[src/rtl/load_store_unit.sv]
// Load/store unit: byte/half/word accesses to a 32-bit registered-address RAM.
// Sub-word stores are done as read-modify-write, and loads are lane-extracted and extended.
// Misaligned or illegal-size requests complete with an error and never touch the RAM.

// One byte lane of the read-modify-write merge: take the store byte when enabled,
// otherwise keep the byte read from RAM.
module lsu_byte_lane (
  input  logic       be,
  input  logic [7:0] wbyte,
  input  logic [7:0] rbyte,
  output logic [7:0] mbyte
);
  assign mbyte = be ? wbyte : rbyte;
endmodule

module load_store_unit #(
  parameter bit BIG_ENDIAN = 1'b1
) (
  input  logic        clk,
  input  logic        rst_n,
  input  logic        req_valid,
  output logic        req_ready,
  input  logic        req_we,
  input  logic [1:0]  req_size,
  input  logic        req_signed,
  input  logic [31:0] req_addr,
  input  logic [31:0] req_wdata,
  output logic        rsp_valid,
  output logic [31:0] rsp_rdata,
  output logic        rsp_err,
  output logic        ram_wren,
  output logic [29:0] ram_address,
  output logic [31:0] ram_data,
  input  logic [31:0] ram_q
);
  localparam int NUM_LANES = 4;

  localparam logic [2:0] S_IDLE = 3'd0;
  localparam logic [2:0] S_RD   = 3'd1;
  localparam logic [2:0] S_CAP  = 3'd2;
  localparam logic [2:0] S_WR   = 3'd3;
  localparam logic [2:0] S_RESP = 3'd4;

  logic [2:0]  state, state_nxt;
  logic        we_q, sgn_q;
  logic [1:0]  size_q, off_q;
  logic [31:0] wdata_q;

  logic        accept, misaligned;
  logic [4:0]  shamt;
  logic [1:0]  lane_idx;
  logic [NUM_LANES-1:0] be;
  logic [31:0] lane_data, load_ext, wdata_pl, merged;

  assign req_ready = (state == S_IDLE);
  assign accept    = req_valid & req_ready;
  assign rsp_valid = (state == S_RESP);

  // Alignment check on the incoming request; size 11 is always an error.
  always_comb begin
    misaligned = 1'b0;
    case (req_size)
      2'b01:   misaligned = req_addr[0];
      2'b10:   misaligned = |req_addr[1:0];
      2'b11:   misaligned = 1'b1;
      default: misaligned = 1'b0;
    endcase
  end

  // Bit position of the addressed lane inside the RAM word, from the latched offset.
  always_comb begin
    shamt = 5'd0;
    case (size_q)
      2'b00:   shamt = BIG_ENDIAN ? {~off_q, 3'b000} : {off_q, 3'b000};
      2'b01:   shamt = BIG_ENDIAN ? {~off_q[1], 4'b0000} : {off_q[1], 4'b0000};
      default: shamt = 5'd0;
    endcase
  end

  assign lane_idx  = shamt[4:3];
  assign lane_data = ram_q >> shamt;
  assign wdata_pl  = wdata_q << shamt;

  // Byte enables of the store lane(s) and sign/zero extension of the load lane.
  always_comb begin
    be       = '0;
    load_ext = lane_data;
    case (size_q)
      2'b00: begin
        be       = 4'b0001 << lane_idx;
        load_ext = {{24{sgn_q & lane_data[7]}}, lane_data[7:0]};
      end
      2'b01: begin
        be       = 4'b0011 << lane_idx;
        load_ext = {{16{sgn_q & lane_data[15]}}, lane_data[15:0]};
      end
      default: begin
        be       = 4'b1111;
        load_ext = lane_data;
      end
    endcase
  end

  genvar gi;
  generate
    for (gi = 0; gi < NUM_LANES; gi++) begin : g_lane
      lsu_byte_lane u_lane (
        .be    (be[gi]),
        .wbyte (wdata_pl[8*gi +: 8]),
        .rbyte (ram_q[8*gi +: 8]),
        .mbyte (merged[8*gi +: 8])
      );
    end
  endgenerate

  // RAM write port is a pure decode of state so reset kills a write instantly.
  assign ram_wren = (state == S_WR) | ((state == S_CAP) & we_q);
  assign ram_data = (state == S_WR) ? wdata_q :
                    ((state == S_CAP) & we_q) ? merged : 32'd0;

  // Next-state selection.
  always_comb begin
    state_nxt = state;
    case (state)
      S_IDLE: if (accept)
                state_nxt = misaligned ? S_RESP :
                            (req_we && req_size == 2'b10) ? S_WR : S_RD;
      S_RD:   state_nxt = S_CAP;
      S_CAP:  state_nxt = S_RESP;
      S_WR:   state_nxt = S_RESP;
      S_RESP: state_nxt = S_IDLE;
      default: state_nxt = S_IDLE;
    endcase
  end

  // State register, request latch and response registers.
  always_ff @(posedge clk or negedge rst_n) begin
    if (!rst_n) begin
      state       <= S_IDLE;
      we_q        <= 1'b0;
      sgn_q       <= 1'b0;
      size_q      <= 2'b00;
      off_q       <= 2'b00;
      wdata_q     <= 32'd0;
      ram_address <= 30'd0;
      rsp_rdata   <= 32'd0;
      rsp_err     <= 1'b0;
    end else begin
      state <= state_nxt;
      if (accept) begin
        we_q        <= req_we;
        sgn_q       <= req_signed;
        size_q      <= req_size;
        off_q       <= req_addr[1:0];
        wdata_q     <= req_wdata;
        ram_address <= req_addr[31:2];
        rsp_err     <= misaligned;
        rsp_rdata   <= 32'd0;
      end else if (state == S_CAP && !we_q) begin
        rsp_rdata <= load_ext;
      end
    end
  end
endmodule
[config.mk]
export PLATFORM = sky130hd
export DESIGN_NAME = load_store_unit
export DESIGN_NICKNAME = d
export VERILOG_FILES = /design/src/rtl/load_store_unit.sv
export SDC_FILE = /design/constraint.sdc
export NUM_CORES = 1
export LEC_CHECK = 0
export CORE_AREA = 2 2 128 130
export DETAILED_ROUTE_END_ITERATION = 8
export DIE_AREA = 0 0 130 132
export GPL_TIMING_DRIVEN = 0
export PLACE_DENSITY_LB_ADDON = 0.25
export SKIP_CTS_REPAIR_TIMING = 1
export SLEW_MARGIN = 20
export SYNTH_ARGS = -nofsm -noshare
export SYNTH_HDL_FRONTEND = slang
export SYNTH_SLANG_ARGS = --single-unit
[constraint.sdc]
create_clock -name clk -period 2.5 [get_ports clk]
set_input_delay 0.5 -clock clk [delete_from_list [all_inputs] [get_ports clk]]
set_output_delay 0.5 -clock clk [all_outputs]
set_load 0.03 [all_outputs]
# Word level (Yosys, flattened, before mapping)
# Index checks and enable logic that the tools add are counted.
# W data, S select, Z words.
word_totals:
  regBits: 104
  in_bits: 103
  out_inout_bits: 98
op_classes:
  n_eq_ne: 9
  n_shift: 4
  muxes: 16
  bitwise: 7
  n_reduce_logical: 8
op_table:
  columns: ["cell", "count"]
  rows:
  - ["$mux W32", 4]
  - ["$pmux W32 S2", 1]
  - ["$mux W8", 4]
  - ["$shl A32 B5 Y32", 1]
  - ["$shr A32 B5 Y32", 1]
  - ["$pmux W5 S2", 1]
  - ["$pmux W3 S3", 1]
  - ["$pmux W4 S2", 1]
  - ["$eq A3 B2 Y1 const B", 2]
  - ["$mux W3", 2]
  - ["$and A1 B1 Y1", 4]
  - ["$eq A2 B1 Y1 const B", 2]
  - ["$eq A2 B2 Y1 const B", 2]
  - ["$reduce_or A2 Y1", 2]
  - ["$shl A1 B2 Y4 const A", 1]
  - ["$shl A2 B2 Y4 const A", 1]
  - ["$eq A3 B1 Y1 const B", 1]
  - ["$eq A3 B3 Y1 const B", 1]
  - ["$logic_not A3 Y1", 1]
  - ["$pmux W1 S3", 1]
  - ["$logic_and A1 B1 Y1", 2]
  - ["$logic_not A2 Y1", 1]
  - ["$mux W2", 1]
  - ["$ne A2 B1 Y1 const B", 1]
  - ["other kinds (5)", 5]

# Longest topological paths before layout
# Gate-level depths: netlist of the first run.
logic_depth:
  ltp_word: 7
  ltp_mapped: 7
  depth_no_buf: 4

# By module
# Synthesis of the first run repeated with hierarchy kept, for this count alone.
hier_totals:
  hier_cells: 708
  hier_area_um2: 5988.2
by_module_without_submodules:
  columns: ["module", "n_inst", "cells_per_inst", "area_each_um2", "seq_area_each_um2"]
  rows:
  - ["load_store_unit", 1, 672, 5462.7, 2602.5]
  - ["lsu_byte_lane", 4, 9, 131.4, 0.0]

# Worst setup path before layout of the first run
# No wires, ideal clock.
synth_timing:
  kind: "reg2out"
  startpoint: "register size_q[1]"
  endpoint: "output ram_data[15]"
  arrival_time_ps: 2118
  required_time_ps: 2000
  setup_slack_ps: -118
  path_stages_with_launch: 7
  path_cell_list: "dfrtp_1 > buf_6 > nor3_4 > buf_4 > buf_2 > a211oi_1 > o21ai_0"
synth_between:
  elab_chain_cells: 7
  word_cells_on_any_way: 10
synth_rtl:
  columns: ["element", "line_no", "source"]
  rows:
  - ["start: declaration", "46", "logic [1:0] size_q, off_q;"]
  - ["start signal: assignment", "153", "size_q <= req_size;"]
  - ["parallel branches: the longest is 4 deep, another holds $shl A32 B5 Y32", null, null]
  - ["$mux W8 (*)", "13", "assign mbyte = be ? wbyte : rbyte;"]
  - ["$mux W32 (*)", "119", "((state == S_CAP) & we_q) ? merged : 32'd0;"]
  - ["$mux W32 (*)", "118", "assign ram_data = (state == S_WR) ? wdata_q :"]
  - ["end: declaration", "33", "output logic [31:0] ram_data,"]
# Every way passes the cells marked *.

# Worst setup path after layout of the first run
layout_timing:
  startpoint: "register size_q[1]"
  endpoint: "output ram_data[29]"
# The elaborated chain is that of the path after synthesis.

==> flow_summary.yaml, run 1 <==
drt:
  dr.pass1.iters: 5
  detail-route-antenna-nets: 0
  drc: 0
  drtIter0Drc: 450
  via_per_inst: 5.240
  vias: 5570
  routed_wl_mm: 19.44
  wl_per_cell_um: 18.28
grt:
  antenna_found_initial: 3
  grt_pass1_wl_mm: 28.59
  grt_max_degree: 59
  grt_overflow: 0
  grt_pass1_vias: 5079
  grt_usage: 0.2178
yosys:
  synthMuxAreaShare: 0.07645
  yosys.area_share.simple: 0.2138
  synth_edf_count: 0
  synth-xor-area-share: 0
  syn-cell-area_um2: 5466
  ys_warn_count: 0
  synth_compound_area_frac: 0.1831
  ys_types: 40
  async_flop_share: 1.000
  synthCells: 611
  seq_area_frac_synth: 0.4761
  ys_seq_elements: 104
  synth_top_family_by_area: "simple AND/OR/NAND/NOR gates"
  synth_adder_area_share: 0
  synth_nets: 714
  synth_ff_type: "dfrtp_1"
  synth.avg_cell_area_um2: 8.947
timing:
  tightest_slew_ns: 0.9540
  setup_viol: 32
  period_share: 1.195
  drv_slew: 0
  slew_headroom: 0.3623
  whs_ns: 0.08001
  finalHoldViolCount: 0
  fin_worst_skew_ns: 0.007905
  fmax_mhz: 334.6
  layout_setup_ws_ns: -0.4884
  finalSetupTns_ns: -9.793
  period_needed_ns: 2.988
  rsz0062_at_grt: "yes"
critical_path:
  arrival_ns: 2.49
  ff2ff_path_depth: 4
  timing.rr.start: "state[2]$_DFFE_PN0P_"
  worstSetupStartpointType: "register"
  r2r-end: "rsp_rdata[6]$_DFFE_PN0P_"
  cp.required_ns: 2.00
  worstSetupPathType: "register to output port"
  regToRegSetupSlack_ns: 0.22
  cp-end-kind: "output port"
  crit_fanout: 7
power_and_ir_drop:
  power_density_nw_per_um2: 904.3
  total_power_mw: 7.452
  peakVddDrop_v: 0.0006449
  leakagePower_nw: 3.814
run:
  drv_cap: 0
placement:
  port_buffers: 200
  placed_cell_area_um2: 7767
  place.gp.congestion: 0.8669
  post-dp-hpwl_mm: 14.44
  dpl_worst_slack_ns: -0.8803
cts:
  cts_tree: "yes"
  clkLatencyLatePin_ns: 0.36
  cts_buffer_depth: 2
  cts.sinks: 104
  h-tree-depth: 3
  cts-root-buf: "clkbuf_16"
  cts_buffers: 9
  clkTransAtPathRegs_ns: 0.07
status:
  violations: "negative setup slack"
  status: "complete, but fails checks"
final_layout:
  drive_gt1_frac: 0.1429
  antennaDiodeCount: 0
  syn2layout_area_growth_pct: 50.74
  fin_area_um2: 8240
  final_nets: 946
floorplan:
  initial_core_util: 0.3479
  dieArea_um2: 17160
  fp-row-count: 46
  dieWidth_um: 130
  chipHeight_um: 132
  ioPinCount: 201
  core_um2: 15710
min_path:
  hp-class: "primary input to asynchronous set/reset pin"
-- registers in the layout, summed over array words and instances (netlist names) --
| signal | cells |
|---|---|
| rsp_rdata | 32 |
| wdata_q | 32 |
| ram_address | 30 |
| state | 3 |
| off_q | 2 |
| size_q | 2 |
| rsp_err | 1 |
| sgn_q | 1 |
| we_q | 1 |
-- Yosys cell counts (all sizes together), types with 3 or more instances --
cell type | count | area share
nor3 | 5 | 0.0066
mux4 | 15 | 0.062
a221o | 8 | 0.015
a21o | 3 | 0.0041
nor2 | 11 | 0.0080
clkbuf | 31 | 0.021
mux2i | 8 | 0.015
buf | 12 | 0.017
a22o | 22 | 0.035
and2 | 9 | 0.010
a211oi | 8 | 0.011
a31oi | 17 | 0.019
inv | 18 | 0.012
o21ai | 37 | 0.034
nor2b | 9 | 0.010
a221oi | 8 | 0.013
nand2 | 223 | 0.15
dfrtp | 104 | 0.48
a21oi | 44 | 0.040
-- where the power goes --
part | switching [mW] | leakage (nW) | internal [mW]
sequential | 0.433 | 1.32 | 2.15
clock | 0.631 | 0.146 | 0.803
combinational | 1.91 | 2.34 | 1.52
-- how the worst max path moves through the flow --
stage                                startpoint                          to  slack [ns]  cells past startpoint
after CTS                  off_q[0]$_DFFE_PN0P_                 ram_data[7]       -1.28                      6
after global placement                    rst_n  ram_address[0]$_DFFE_PN0P_       -3.19                      1
after detailed placement   off_q[0]$_DFFE_PN0P_                 ram_data[0]       -0.88                      6
after floorplan            off_q[0]$_DFFE_PN0P_                ram_data[29]        0.02                      4
after global routing      size_q[1]$_DFFE_PN0P_                ram_data[29]       -0.58                      6
final                     size_q[1]$_DFFE_PN0P_                ram_data[29]       -0.49                      6
-- through the flow --
stage | std cells | utilization
after detailed placement | 1028 | 0.4943
after global routing | 1063 | 0.5244
after floorplan | 611 | -
final | 1063 | 0.5244
after global placement | 1027 | 0.4925
after CTS | 1043 | 0.5131
-- area by class of cell --
cell class	count	area [um2]
buffer	42	217.7
clock buffer	11	242.7
clock inverter	4	52.55
fill	1464	7472
inverter	18	67.56
multi-input combinational	446	2638
sequential	104	2603
tap	216	270.3
timing repair buffer	222	2150
-- cells by family after synthesis --
group	Yosys count
AND/OR/NAND/NOR	272
AO/OA/AOI/OAI	151
flip-flops	104
buffers and inverters	61
multiplexers	23
-- worst max-delay path: stages (launching register included) --
cell     delay (ns)
dfrtp_1        0.37
buf_6          0.13
nor3_4         0.42
buf_6          0.20
mux4_2         0.49
a221o_1        0.36
buf_6          0.15
-- metal layers --
layer	GRT usage	share of wire	wire length, um	vias to the layer above
li1	-	-	-	2581
met1	0.2922	0.41	7888	2643
met2	0.3304	0.45	8831	310
met3	0.07955	0.12	2320	32
met4	0.06392	0.019	375	4
met5	0	0.00098	19	-
-- cell usage in the layout (no fill, tap or decap), drive strengths merged, types with 2 or more instances in the layout --
cell,Yosys,layout
nor2,11,11
o21ai,37,37
a221o,8,8
mux4,15,15
a31oi,17,17
mux2i,8,8
a22o,22,22
clkbuf,31,45
clkdlybuf4s50,0,166
nand2,223,223
nor4b,2,2
inv,18,19
nor2b,9,9
a211oi,8,8
or2,2,2
a221oi,8,8
buf,12,64
a21oi,44,44
nor3b,2,2
nor3,5,5
clkinv,0,2
nand2b,2,2
a21o,3,3
dfrtp,104,104
and2,9,9
No activity file was read; power rests on OpenSTA's default activity.
==> inputs of run 2 (changes only) <==
Clock period 2.5 ns to 3.2 ns, I/O delays scaled along.
==> flow_summary.yaml, run 2 (synthesis gave the netlist of run 1 again) <==
drt:
  via_per_inst: 5.215
  drtIter0Drc: 404
  drc: 0
  dr.pass1.iters: 7
  wl_per_cell_um: 18.51
  routed_wl_mm: 19.37
  detail-route-antenna-nets: 0
  vias: 5455
timing:
  drv_slew: 0
  fin_worst_skew_ns: 0.01265
  slew_headroom: 0.5154
  finalHoldViolCount: 0
  period_share: 1.072
  rsz0062_at_grt: "yes"
  layout_setup_ws_ns: -0.2291
  fmax_mhz: 291.6
  tightest_slew_ns: 0.7239
  period_needed_ns: 3.429
  setup_viol: 1
cts:
  clkLatencyLatePin_ns: 0.37
  clkTransAtPathRegs_ns: 0.08
  cts_tree: "yes"
  cts_buffer_depth: 2
  h-tree-depth: 3
  cts.sinks: 104
  cts-root-buf: "clkbuf_16"
  cts_buffers: 9
final_layout:
  syn2layout_area_growth_pct: 50.10
  largestRegisters: "rsp_rdata x32, wdata_q x32, ram_address x30"
  postLayoutCoreUtil: 0.5222
  antennaDiodeCount: 0
  final_common_cell: "nand2_1"
  layout_common_cells: "nand2_1 (223), clkdlybuf4s50_1 (168), dfrtp_1 (104)"
  final_nets: 928
  drive_gt1_frac: 0.08434
critical_path:
  worstSetupStartpointType: "register"
  arrival_ns: 2.79
  cp-end-kind: "output port"
  crit_fanout: 6
  cp.required_ns: 2.56
  worstSetupPathType: "register to output port"
power_and_ir_drop:
  leakagePower_nw: 4.189
  seqPwrFrac: 0.350
  netSwitchingFraction: 0.4031
  combPwrFrac: 0.444
  total_power_mw: 5.751
  net-switching-power_mw: 2.318
  power_density_nw_per_um2: 700.9
  peakVddDrop_v: 0.0003906
  p_int_mw: 3.433
  p_clk_frac: 0.206
grt:
  grt_overflow: 0
  grt_pass1_wl_mm: 29.53
  grt_pass1_vias: 5204
  antenna_found_initial: 0
  grt_max_degree: 72
  grt_usage: 0.2266
placement:
  port_buffers: 200
  dpl_worst_slack_ns: -0.3121
  place.gp.congestion: 0.9260
  post-dp-hpwl_mm: 14.60
floorplan:
  dieArea_um2: 17160
  initial_core_util: 0.3479
  dieWidth_um: 130
  chipHeight_um: 132
  core_um2: 15710
  fp-row-count: 46
  ioPinCount: 201
run:
  drv_cap: 0
status:
  status: "complete, but fails checks"
  violations: "negative setup slack"
min_path:
  hp-class: "primary input to asynchronous set/reset pin"
-- run 2: cell types whose count changed in the layout (fill, tap and decap cells not counted), sizes merged --
cell / before / now
dlymetal6s2s: 0 / 29
clkinv: 2 / 3
buf: 64 / 18
clkbuf: 45 / 43
inv: 19 / 18
clkdlybuf4s50: 166 / 168
-- run 2: critical path, stage by stage, from the launching register on --
cell and delay [ns]:
dfrtp_1 0.46, nor3_4 0.34, buf_4 0.20, mux4_2 0.49
a221o_1 0.32, clkdlybuf4s50_1 0.60
-- run 2: worst paths after layout --
path / from / end / slack, ns / cells past startpoint
min in group clk: ram_address[7]$_DFFE_PN0P_ / ram_address[7]$_DFFE_PN0P_ / 0.47 / 2
max in group asynchronous: rst_n / rsp_rdata[29]$_DFFE_PN0P_ / 2.38 / 2
hold reg to reg: ram_address[7]$_DFFE_PN0P_ / ram_address[7]$_DFFE_PN0P_ / 0.47 / 2
setup reg to reg: off_q[1]$_DFFE_PN0P_ / rsp_rdata[21]$_DFFE_PN0P_ / 1.06 / 6
setup / recovery: size_q[0]$_DFFE_PN0P_ / ram_data[28] / -0.23 / 5
hold / removal: rst_n / wdata_q[11]$_DFFE_PN0P_ / 0.16 / 1
-- run 2: per-stage QoR --
stage | setup TNS, ns | instances | hold slack [ns] | cell area, um2
after floorplan | 0 | 611 | 0.3444 | 5466
after global placement | -278.92 | 1027 | 0.4574 | 7739
after detailed placement | -5.159 | 1028 | 0.4612 | 7767
after CTS | -18.15 | 1044 | 0.1608 | 8077
after global routing | -0.2803 | 1046 | 0.1704 | 8205
final | -0.2291 | 1046 | 0.1560 | 8205
-- run 2: power groups by stage --
stage | registers, mW | logic, mW | clock network [mW]
2_1_floorplan | 2.36 | 1.11 | 0
3_3_place_gp | 2.01 | 2.48 | 0
3_5_place_dp | 2.01 | 2.51 | 0
4_1_cts | 2.00 | 2.51 | 1.19
5_1_grt | 2.06 | 2.75 | 1.26
6_report | 2.01 | 2.55 | 1.18
-- run 2: routing by layer --
| metal | track usage | share of wire |
|---|---|---|
| met5 | 0 | 0 |
| met4 | 0.06691 | 0.024 |
| met3 | 0.08198 | 0.10 |
| met2 | 0.3400 | 0.45 |
| met1 | 0.3074 | 0.42 |
-- run 2: area by class of cell --
cell class,count,area [um2]
buffer,41,207.7
clock buffer,12,256.5
clock inverter,4,52.55
fill,1506,7507
inverter,18,67.56
multi-input combinational,446,2625
sequential,104,2603
tap,216,270.3
timing repair buffer,205,2123
